<file path="config.mk">
export PLATFORM = sky130hd
export DESIGN_NAME = seq_multiplier
export DESIGN_NICKNAME = d
export VERILOG_FILES = /design/src/rtl/seq_multiplier.sv
export SDC_FILE = /design/constraint.sdc
export NUM_CORES = 1
export LEC_CHECK = 0
export CORE_MARGIN = 2
export CORE_UTILIZATION = 55
export CTS_BUF_LIST = sky130_fd_sc_hd__clkbuf_2 sky130_fd_sc_hd__clkbuf_4 sky130_fd_sc_hd__clkbuf_8
export DETAILED_ROUTE_END_ITERATION = 6
export GPL_TIMING_DRIVEN = 0
export HOLD_SLACK_MARGIN = 0.1
export PLACE_DENSITY_LB_ADDON = 0.3
export SYNTH_ARGS = -nofsm -noshare
export SYNTH_HDL_FRONTEND = slang
export SYNTH_SLANG_ARGS = --single-unit
export TNS_END_PERCENT = 100
</file>
<file path="constraint.sdc">
create_clock -name clk -period 3.1 [get_ports clk]
set_clock_uncertainty 0.05 [all_clocks]
set_input_delay 0.62 -clock clk [delete_from_list [all_inputs] [get_ports clk]]
set_output_delay 0.62 -clock clk [all_outputs]
set_load 0.01 [all_outputs]
</file>
<file path="src/rtl/seq_multiplier.sv">
// seq_multiplier
// Sequential shift-add multiplier with a start/busy/done handshake.
// Operands are WIDTH bits and the product is 2*WIDTH bits. Each operation
// selects unsigned or two's-complement signed mode.
// The multiplier works on operand magnitudes and applies the sign once at
// the end, so the same datapath serves both modes.
//
// Ports:
//   clk          rising-edge clock
//   rst_n        asynchronous active-low reset
//   ena          clock enable; when low, all state and outputs hold
//   start        request a multiply; sampled only while idle
//   signed_mode  1 = signed operands, 0 = unsigned; sampled with start
//   a, b         multiplicand / multiplier, sampled with start
//   busy         high while an operation is in progress
//   done         one-cycle pulse when product updates (stretched while ena low)
//   product      result, held until the next completion
module seq_multiplier #(
  parameter int WIDTH = 4
) (
  input  logic               clk,
  input  logic               rst_n,
  input  logic               ena,
  input  logic               start,
  input  logic               signed_mode,
  input  logic [WIDTH-1:0]   a,
  input  logic [WIDTH-1:0]   b,
  output logic               busy,
  output logic               done,
  output logic [2*WIDTH-1:0] product
);

  localparam int CW = $clog2(WIDTH + 1);

  typedef enum logic [1:0] {
    IDLE = 2'd0,
    CALC = 2'd1,
    FIN  = 2'd2
  } state_t;

  state_t             state;
  logic [2*WIDTH-1:0] acc;
  logic [2*WIDTH-1:0] mcand;
  logic [WIDTH:0]     mplier;
  logic [CW-1:0]      cnt;
  logic               neg;

  // Operands are widened by one bit so that the magnitude of the most
  // negative value, 2^(WIDTH-1), is still representable.
  logic [WIDTH:0] a_ext;
  logic [WIDTH:0] b_ext;
  logic [WIDTH:0] a_mag;
  logic [WIDTH:0] b_mag;

  assign a_ext = signed_mode ? {a[WIDTH-1], a} : {1'b0, a};
  assign b_ext = signed_mode ? {b[WIDTH-1], b} : {1'b0, b};
  assign a_mag = (signed_mode && a[WIDTH-1]) ? -a_ext : a_ext;
  assign b_mag = (signed_mode && b[WIDTH-1]) ? -b_ext : b_ext;

  always_ff @(posedge clk or negedge rst_n) begin
    if (!rst_n) begin
      state   <= IDLE;
      busy    <= 1'b0;
      done    <= 1'b0;
      product <= '0;
      acc     <= '0;
      mcand   <= '0;
      mplier  <= '0;
      cnt     <= '0;
      neg     <= 1'b0;
    end else if (ena) begin
      case (state)
        IDLE: begin
          // A pending done pulse is cleared here. A start in the same
          // cycle begins the next operation immediately.
          done <= 1'b0;
          if (start) begin
            mcand  <= {{(WIDTH-1){1'b0}}, a_mag};
            mplier <= b_mag;
            neg    <= signed_mode & (a[WIDTH-1] ^ b[WIDTH-1]);
            acc    <= '0;
            cnt    <= CW'(WIDTH);
            busy   <= 1'b1;
            state  <= CALC;
          end
        end

        CALC: begin
          if (mplier[0]) begin
            acc <= acc + mcand;
          end
          mplier <= mplier >> 1;
          mcand  <= mcand << 1;
          cnt    <= cnt - CW'(1);
          if (cnt == CW'(1)) begin
            state <= FIN;
          end
        end

        FIN: begin
          // Negating a zero accumulator yields zero, so no -0 is produced.
          product <= neg ? -acc : acc;
          done    <= 1'b1;
          busy    <= 1'b0;
          state   <= IDLE;
        end

        default: begin
          state <= IDLE;
        end
      endcase
    end
  end

endmodule
</file>
* After elaboration in Yosys (flattened, before gate mapping)
Index checks and enable logic that the tools add are counted.
** Word-level totals
- Bits in registers :: 37
- Input port bits :: 13
- Output and inout port bits :: 10
- Logic and storage cells :: 54
** Cells by class
- $add $sub $neg :: 5
- Equal/unequal tests :: 6
- Muxes and demuxes :: 20
- Bitwise logic cells :: 2
- Reduce and logical (&&, ||, !) cells :: 12
** Operators by type and width (count)
- 2-to-1 mux 8 bit :: 4
- one-hot mux 8 bit (2 select lines) :: 2
- 2-to-1 mux 5 bit :: 5
- AND reduction 3 bit :: 4
- negator 5 bit :: 2
- one-hot mux 5 bit (2 select lines) :: 1
- adder 8 bit :: 1
- negator 8 bit :: 1
- != test 2 bit (second input constant) :: 3
- one-hot mux 3 bit (2 select lines) :: 1
- 2-to-1 mux 2 bit :: 2
- one-hot mux 1 bit (2 select lines) :: 2
- one-hot mux 2 bit (2 select lines) :: 1
- AND reduction 2 bit :: 2
- AND reduction 4 bit :: 1
- nonzero test 2 bit :: 2
- equality test 3 x 1 -> 1 bit (second input constant) :: 1
- 2-to-1 mux 3 bit :: 1
- subtractor 3 x 1 -> 3 bit (second input constant) :: 1
- equality test 2 x 1 -> 1 bit (second input constant) :: 1
- equality test 2 bit (second input constant) :: 1
- logical AND 1 bit :: 2
- logical NOT 2 bit :: 1
- bitwise AND 1 bit :: 1
- 2 further kinds :: 2

* Logic depth before layout (Yosys ltp)
Gate-level depths: netlist (run 1).
- Word-level depth :: 5
- Mapped depth :: 9
- Depth with buffers taken out :: 7

* Worst setup path before layout (run 1)
No wires, ideal clock.
- Kind :: register -> register
- Start point :: register acc[1]
- End point :: register acc[7]
- Setup time :: 67 ps
- Arrival :: 1829 ps
- Slack :: 1154 ps
- Cell stages (with the launch flop) :: 7
- Cell sequence :: dfrtp_1 -> ha_1 -> a211oi_2 -> nor3_1 -> mux2_4 -> a2111oi_2 -> a311o_1
** Between the ends
- Longest elaborated chain between the ends :: 3
** RTL lines
- from (decl) :: RTL line 42 : logic [2*WIDTH-1:0] acc;
- from (signal assigned) :: RTL line 90 : acc <= acc + mcand;
- adder 8 bit :: RTL line 90
- 2-to-1 mux 8 bit :: RTL line 89 : if (mplier[0]) begin
- one-hot mux 8 bit (2 select lines) :: RTL line 72 : case (state)
Every way passes these cells. The select of a mux whose other input is x is not followed.
A chain may end at the register's enable or synchronous reset.

* Final worst setup path (run 1)
- Start point :: register acc[5]
- End point :: register acc[7]
Same word-level chain as after synthesis.

==> flow_summary.yaml, run 1 <==
grt:
  grt_pass1_wl_mm: 6.927
  grt_max_degree: 38
  grt_pass1_vias: 1559
  overflow: 0
  antenna_found_initial: 0
  grt_use_total: 0.2160
clock_network:
  clockRootBuffer: "clkbuf_8"
  post_cts_resized: 0
  postCtsSetupBuffers: 0
  cts_tree: "built"
  cts_inserted_buffers: 5
  clock_path_buffers: 2
  clkTransAtPathRegs_ps: 70
  worstSkewPairLatency_ps: 300
  cts_sinks: 37
  htreeDepth: 2
  cts_hold_buffers: 0
outcome:
  outcome: "finished clean"
setup_path:
  worst_path_largest_cell_delay_ps: 450
  required_ps: 3220
  crit_path_top_delay_cell: "dfrtp_1"
  end_kind: "flip-flop"
  start_kind: "flip-flop"
  worstSetupPathType: "flip-flop to flip-flop"
  rr_startpoint: "acc[5]"
  critical_path.max_fanout: 5
  cp_common_cell: "a21oi_1"
  startpoint: "acc[5]"
  arrival_ps: 2260
  path_cells: "ha_1 > a21oi_1 > a21oi_1 > a211oi_1 > a2111oi_2 > a311o_1"
power_and_ir_drop:
  p_sw_uw: 829.0
  sw_frac_of_total: 0.3934
  leakagePower_uw: 0.001127
  seqPwrFrac: 0.387
  peakVddDrop_uv: 417.8
  p_int_uw: 1278
  power.density_nw_per_um2: 860.2
  combPwrFrac: 0.456
  clock_power_share: 0.157
finish:
  n_fill_cell: 322
  diodes: 0
  final_layout_size_suffix_gt1_frac: 0.08661
  final_util: 0.6692
  regArea_um2: 925.9
  multi_input_area_um2: 1056
  syn_to_final_growth_pct: 16.76
  fin_nets: 279
floorplanning:
  top_level_ports: 23
  die_w_um: 65.77
  rows: 22
  core_area_um2: 3661
  die_y_um: 65.77
  die_area_um2: 4325
  initial_core_util: 0.5731
route:
  wire_per_inst_um: 13.01
  dr_total_vias: 1651
  viasPerCell: 5.467
  drc: 0
  dr.pass1.iters: 4
  drtAntennaViolNets: 0
  drt_iter0_drc: 120
  wirelength_mm: 3.929
yosys:
  synth_cells: 225
  synth.largest_area_cell: "dfrtp_1"
  yosysSeqAreaShare: 0.4413
  synth_top_area_frac: 0.4413
  yosys-top-cells-area: "dfrtp_1 44%, ha_1 7.2%, nand2_1 6.8%"
  yosys_warnings: 0
  yosysMostFrequentCell: "nand2_1"
  synth_cell_type_count: 40
  synth_edf_count: 0
  synth_commonest_cells: "38 x nand2_1, 37 x dfrtp_1, 24 x o21ai_0"
  synth_nets: 251
  avgSynthCellArea_um2: 9.326
  syn_area_um2: 2098
  ys.flop_type: "dfrtp_1"
  ys_async_sr_fraction: 1.000
  ys_ff_latch: 37
sta:
  maxSlewHeadroom: 0.4701
  post-route-period-util: 0.6905
  hold_viol: 0
  maxSlewViolCount: 0
  worstMarginPinSlew_ps: 794.8
  period_needed_ps: 2141
  setup-violations-final: 0
  fin_setup_tns_ps: 0
  fmax_mhz: 467.2
  grt_setup_unrepaired: "no"
place:
  hpwl_mm: 3.091
  gp_congestion: 0.9070
  portBuffers: 21
run:
  max-cap-violations: 0
min_path:
  hp-class: "input pin to asynchronous set/reset pin"
## power by group through the flow
stage / Sequential [µW] / Clock (µW) / Combinational [µW]
final: 815 / 331 / 962
after global routing: 839 / 356 / 1090
after CTS: 814 / 337 / 968
after detailed placement: 823 / 0 / 964
after global placement: 810 / 0 / 923
after floorplan: 798 / 0 / 700
## placed cells by master, fill, tap and decap left out, types with 5 or more instances in the layout
cell type        synthesis  routed
clkbuf_8                 0       5
o31ai_1                  7       7
o21ai_0                 24      24
xor2_1                   8       8
dfrtp_1                 37      37
clkdlybuf4s50_1          0      20
xnor2_1                  5       5
nand2_1                 38      38
inv_1                   13      13
o21ai_1                  5       5
ha_1                    12      12
nor2_1                   9       9
nand3_1                  6       6
a22o_1                   5       5
a21oi_1                 14      14
## per-stage QoR
| step | hold WS, ps | power (µW) | area (µm²) | setup WS [ps] | std cells |
|---|---|---|---|---|---|
| after floorplan | 274.4 | 1498 | 2098 | 1154 | 225 |
| after global placement | 411.3 | 1733 | 2369 | 554.8 | 294 |
| after detailed placement | 417.2 | 1788 | 2364 | 667.8 | 294 |
| after CTS | 387.0 | 2119 | 2450 | 960.5 | 302 |
| after global routing | 438.6 | 2287 | 2450 | 764.7 | 302 |
| final | 355.1 | 2107 | 2450 | 959.4 | 302 |
## area by class of cell
type / count / share of cell area
repair buffers: 21 / 0.08376
plain buffers: 10 / 0.02758
clock inverters: 2 / 0.004086
multi-input cells: 165 / 0.4311
flip-flops and latches: 37 / 0.3779
inverters: 13 / 0.01992
clock buffers: 6 / 0.03115
well taps: 48 / 0.02451
## sequential cells by signal, indices dropped and copies added (netlist names)
signal / flops
acc: 8
busy: 1
cnt: 3
done: 1
mcand: 8
mplier: 5
neg: 1
product: 8
state: 2
## worst paths after layout
path	to	slack, ps	depth (start not counted)
setup / recovery	acc[7]	960	6
hold / removal	product[1]	360	1
setup reg to reg	acc[7]	960	6
hold reg to reg	product[3]	430	2
max in group asynchronous	mplier[1]	2140	1
min in group clk	product[3]	430	2
## logic make-up (layout without fill, tap and decap cells)
logic type      count (synthesis)  after routing  synth area share
xor+xnor                       13             13           0.05426
buf+inv                        23             52           0.05546
compound gates                 68             68            0.2027
fa+ha+maj                      13             13           0.08110
mux                             3              3           0.01729
simple gates                   68             68            0.1479
flops                          37             37            0.4413
## metal layers
metal	wire [µm]	up-vias	track usage
met5	0	-	0
met4	123	0	0.1146
met3	124	10	0.05308
met2	1992	31	0.3763
met1	1688	773	0.2411
li1	-	837	-
## worst max-delay path, delay by kind of cell, from the launching register on
family                   cells  cell delay (ps)
AO/OA/AOI/OAI                5             1150
adder cells (fa/ha/maj)      1              380
flip-flops                   1              450
(Power assumes the default switching activity.)
==> inputs of run 2 (changes only) <==
clock period = 2 ns   (was 3.1 ns; I/O delays follow)
==> run 2 against run 1 <==
Against the previous run: sequential share of layout area shrank 2.1 points; final cell count increased by 2.3%; largest power group unchanged; non-clock buffer count increased by 7; first-iteration DRC count is 29% lower.
==> flow_summary.yaml, run 2 (synthesis gave the netlist of run 1 again) <==
outcome:
  outcome: "finished clean"
route:
  drtAntennaViolNets: 0
  drt_iter0_drc: 85
  dr.pass1.iters: 4
  viasPerCell: 5.472
  dr_total_vias: 1691
  drc: 0
  wirelength_mm: 4.263
  wire_per_inst_um: 13.80
sta:
  worstMarginPinSlew_ps: 806.2
  grt_setup_unrepaired: "yes"
  post-route-period-util: 0.9862
  fmax_mhz: 507.0
  period_needed_ps: 1972
  maxSlewHeadroom: 0.4626
  setup-violations-final: 0
  hold_viol: 0
  maxSlewViolCount: 0
setup_path:
  crit_path_top_delay_cell: "dfrtp_2"
  cp_num_cells: 6
  critical_path.max_fanout: 5
  worstSetupPathType: "flip-flop to flip-flop"
  path_cells: "ha_4 > a21oi_1 > a21oi_1 > a211oi_2 > a2111oi_4 > a311o_1"
  end_kind: "flip-flop"
  worst_path_largest_cell_delay_ps: 460
  reg2reg_depth: 6
  start_kind: "flip-flop"
  cp_common_cell: "a21oi_1"
  critPathBufInv: 0
  arrival_ps: 2100
  required_ps: 2130
  crit_family: "compound AO/OA/AOI/OAI gates"
finish:
  final_layout_size_suffix_gt1_frac: 0.1762
  fin_cells: 309
  top_regs: "acc: 8 flops, mcand: 8 flops, product: 8 flops"
  diodes: 0
  fin_nets: 286
  n_fill_cell: 287
  final_cell_mix: "38 x nand2_1, 31 x dfrtp_1, 23 x o21ai_0"
  layout_commonest_cell: "nand2_1"
  syn_to_final_growth_pct: 24.63
floorplanning:
  die_w_um: 65.77
  top_level_ports: 23
  initial_core_util: 0.5731
  die_area_um2: 4325
  die_y_um: 65.77
  rows: 22
  core_area_um2: 3661
clock_network:
  clkTransAtPathRegs_ps: 70
  clock_path_buffers: 2
  cts_hold_buffers: 0
  cts_inserted_buffers: 5
  clockRootBuffer: "clkbuf_8"
  worstSkewPairLatency_ps: 300
  cts_sinks: 37
  htreeDepth: 2
  cts_tree: "built"
place:
  place_inst: 294
  portBuffers: 21
  gp_congestion: 0.9070
  hpwl_mm: 3.091
power_and_ir_drop:
  power.density_nw_per_um2: 1376
  peakVddDrop_uv: 667.7
  total_power_uw: 3597
  leakagePower_uw: 0.001142
grt:
  grt_use_total: 0.2229
  antenna_found_initial: 0
  overflow: 0
  grt_max_degree: 38
  grt_pass1_vias: 1617
  grt_pass1_wl_mm: 7.162
min_path:
  hp-class: "input pin to asynchronous set/reset pin"
run:
  max-cap-violations: 0
run 2: power breakdown:
part	switching, µW	leakage, µW	total [µW]	internal (µW)
clock	261	0.0000484	515	255
combinational	890	0.000622	1790	898
sequential	270	0.000472	1290	1020
total	1420	0.00114	3600	2180
run 2: final cells by class:
type,count,area (µm²),share of cell area
inverters,13,48.80,0.01866
flip-flops and latches,37,933.4,0.3569
clock buffers,6,76.32,0.02919
clock inverters,2,10.01,0.003828
repair buffers,28,257.7,0.09856
well taps,48,60.06,0.02297
plain buffers,10,67.56,0.02584
multi-input cells,165,1161,0.4440
run 2: timing repair:
| item | CTS | global route |
|---|---|---|
| setup buffers | 2 | 5 |
| gates resized for setup | 9 | 11 |
| pin swaps | 1 | 4 |
| gates cloned | 0 | 0 |
| endpoints found under the setup margin | 2 | 2 |
run 2: metal layers:
layer	share of wire	routed length [µm]	GRT usage	vias up
met1	0.42	1810	0.2467	792
li1	-	-	-	851
met2	0.51	2158	0.3889	38
met3	0.039	165	0.05822	10
met5	0	0	0	-
met4	0.030	129	0.1172	0
run 2: path summary, 6_finish.rpt:
check | from | end | slack (ps)
hold reg to reg | product[3] | product[3] | 430
setup / recovery | acc[5] | acc[7] | 30
setup reg to reg | acc[5] | acc[7] | 30
hold / removal | rst_n | product[2] | 140
max in group asynchronous | rst_n | acc[5] | 1200
min in group clk | product[3] | product[3] | 430
run 2: per-stage QoR:
step | utilization | area, µm² | setup WS (ps) | TNS (ps) | hold slack, ps
floorplan | - | 2098 | 53.91 | 0 | 54.41
global placement | 0.6470 | 2369 | -325.2 | -14340 | 411.3
detailed placement | 0.6456 | 2364 | -212.2 | -3795 | 417.2
CTS | 0.6866 | 2514 | 0.4301 | 0 | 167.0
global route | 0.7143 | 2615 | -38.00 | -70.77 | 218.4
finish | 0.7143 | 2615 | 27.68 | 0 | 139.1
==> inputs of run 3 (changes only) <==
SETUP_SLACK_MARGIN = 0.3   (was unset)
==> run 3 against run 2 <==
Against the previous run: via count grew 7.6%; flip-flop and latch count is the same; global-route usage grew 2.6 points; hold slack gained 10 ps; utilization grew 6.1 points; power grew 11%; largest cell class unchanged; worst setup slack gained 56 ps.
==> flow_summary.yaml, run 3 (synthesis gave the netlist of run 1 again) <==
finish:
  layout_commonest_cell: "nand2_1"
  top_regs: "acc: 8 flops, mcand: 8 flops, product: 8 flops"
  n_fill_cell: 246
  final_layout_size_suffix_gt1_frac: 0.2811
  diodes: 0
  final_cell_mix: "36 x nand2_1, 31 x dfrtp_1, 24 x buf_4"
  fin_nets: 306
  final_util: 0.7755
  regArea_um2: 933.4
  syn_to_final_growth_pct: 35.30
  multi_input_area_um2: 1216
  fin_cells: 329
  final_cell_area_um2: 2839
power_and_ir_drop:
  power.density_nw_per_um2: 1411
  sw_frac_of_total: 0.3910
  leakagePower_uw: 0.001259
  clock_power_share: 0.130
  p_int_uw: 2439
  p_sw_uw: 1566
  peakVddDrop_uv: 679.7
  seqPwrFrac: 0.319
  combPwrFrac: 0.551
route:
  wire_per_inst_um: 15.03
  drc: 0
  wirelength_mm: 4.944
  drtAntennaViolNets: 0
  dr.pass1.iters: 4
  drt_iter0_drc: 85
  viasPerCell: 5.532
  dr_total_vias: 1820
sta:
  period_needed_ps: 1916
  maxSlewViolCount: 0
  worstMarginPinSlew_ps: 824.2
  grt_setup_unrepaired: "yes"
  post-route-period-util: 0.9580
  fmax_mhz: 521.9
  hold_viol: 0
  fin_setup_tns_ps: 0
  setup-violations-final: 0
  maxSlewHeadroom: 0.4505
clock_network:
  cts_tree: "built"
  cts_sinks: 37
  worstSkewPairLatency_ps: 290
  clockRootBuffer: "clkbuf_8"
  cts_hold_buffers: 0
  clock_path_buffers: 2
  cts_inserted_buffers: 5
  htreeDepth: 2
  clkTransAtPathRegs_ps: 70
setup_path:
  start_kind: "flip-flop"
  path_cells: "ha_4 > a211oi_4 > nor3_2 > mux2_4 > a2111oi_4 > a311o_1"
  rr_endpoint: "acc[7]"
  critPathBufInv: 0
  rrSetupSlack_ps: 80
  end_kind: "flip-flop"
  startpoint: "mcand[1]"
  required_ps: 2180
  crit_end: "acc[7]"
  worstSetupPathType: "flip-flop to flip-flop"
  reg2reg_depth: 6
  arrival_ps: 2100
  rr_startpoint: "mcand[1]"
  cp_num_cells: 6
  worst_path_largest_cell_delay_ps: 430
  crit_path_top_delay_cell: "dfrtp_2"
  crit_family: "compound AO/OA/AOI/OAI gates"
  critical_path.max_fanout: 3
place:
  place_inst: 294
  hpwl_mm: 3.069
  dpl_cell_area_um2: 2479
  gp_congestion: 0.8069
  portBuffers: 21
grt:
  grt_max_degree: 38
  gr-usage-met3: 0.05993
  overflow: 0
  grt_use_total: 0.2489
  top_usage_layer: "met2"
  grt_pass1_vias: 1804
  antenna_found_initial: 0
  grtUsageMet2: 0.4280
  grt_util_met1: 0.2931
  grt_pass1_wl_mm: 8.107
floorplanning:
  rows: 22
  top_level_ports: 23
  die_area_um2: 4325
  die_w_um: 65.77
  initial_core_util: 0.5731
  core_area_um2: 3661
  die_y_um: 65.77
run:
  max-cap-violations: 0
outcome:
  outcome: "finished clean"
min_path:
  hp-class: "input pin to asynchronous set/reset pin"
run 3: changes by cell type in the layout (fill, tap and decap cells not counted), moves of 3 or more:
| cell | previous run | this run |
|---|---|---|
| buf_4 | 8 | 24 |
| o21ai_0 | 23 | 18 |
| buf_6 | 3 | 8 |
| o21ai_1 | 5 | 10 |
| clkbuf_2 | 0 | 3 |
run 3: how the worst min path moves through the flow:
| stage | startpoint | depth (start not counted) | slack, ps | endpoint |
|---|---|---|---|---|
| 2_1_floorplan | rst_n | 0 | 50 | acc[0] |
| 3_3_place_gp | product[3] | 2 | 410 | product[3] |
| 3_5_place_dp | product[7] | 2 | 420 | product[7] |
| 4_1_cts | rst_n | 1 | 170 | product[1] |
| 5_1_grt | rst_n | 1 | 220 | product[2] |
| 6_report | rst_n | 1 | 150 | product[1] |
run 3: area by class of cell:
| cell class | instances | area share |
|---|---|---|
| sequential | 37 | 0.3288 |
| multi-input combinational | 165 | 0.4284 |
| timing repair buffer | 48 | 0.1459 |
| inverter | 13 | 0.01719 |
| clock buffer | 6 | 0.02688 |
| tap | 48 | 0.02115 |
| buffer | 10 | 0.02821 |
| clock inverter | 2 | 0.003526 |
run 3: power by group through the flow:
stage	sequential (µW)	combinational (µW)	clock, µW
after floorplan	1280	1230	0
after global placement	1310	1590	0
after detailed placement	1320	1630	0
after CTS	1260	1950	528
after global routing	1310	2430	558
final	1280	2210	519
run 3: worst register-to-register path, delay by kind of cell, from the launching register on:
| kind | cells | cell delay (ps) |
|---|---|---|
| AO/OA/AOI/OAI | 3 | 710 |
| flip-flops | 1 | 430 |
| adder cells (fa/ha/maj) | 1 | 260 |
| multiplexers | 1 | 320 |
| AND/OR/NAND/NOR | 1 | 90 |
run 3: repair_timing:
action                     CTS  global route
resized for setup           12            26
setup buffers               17             8
gates cloned                 0             2
pin swaps                    8             9
setup endpoints to repair   28            28
run 3: layer usage:
metal  wire (µm)  vias up
li1            -      889
met1        2044      875
met2        2564       41
met3         193       15
met4         142        0
met5           0        -
run 3: through the flow:
stage	power [µW]	worst slack, ps	hold WS, ps
floorplan	2509	173.2	54.41
global route	4295	24.70	216.5
detailed placement	2954	-217.4	419.4
global placement	2894	-461.9	410.7
CTS	3731	105.5	169.8
finish	4005	84.02	149.5
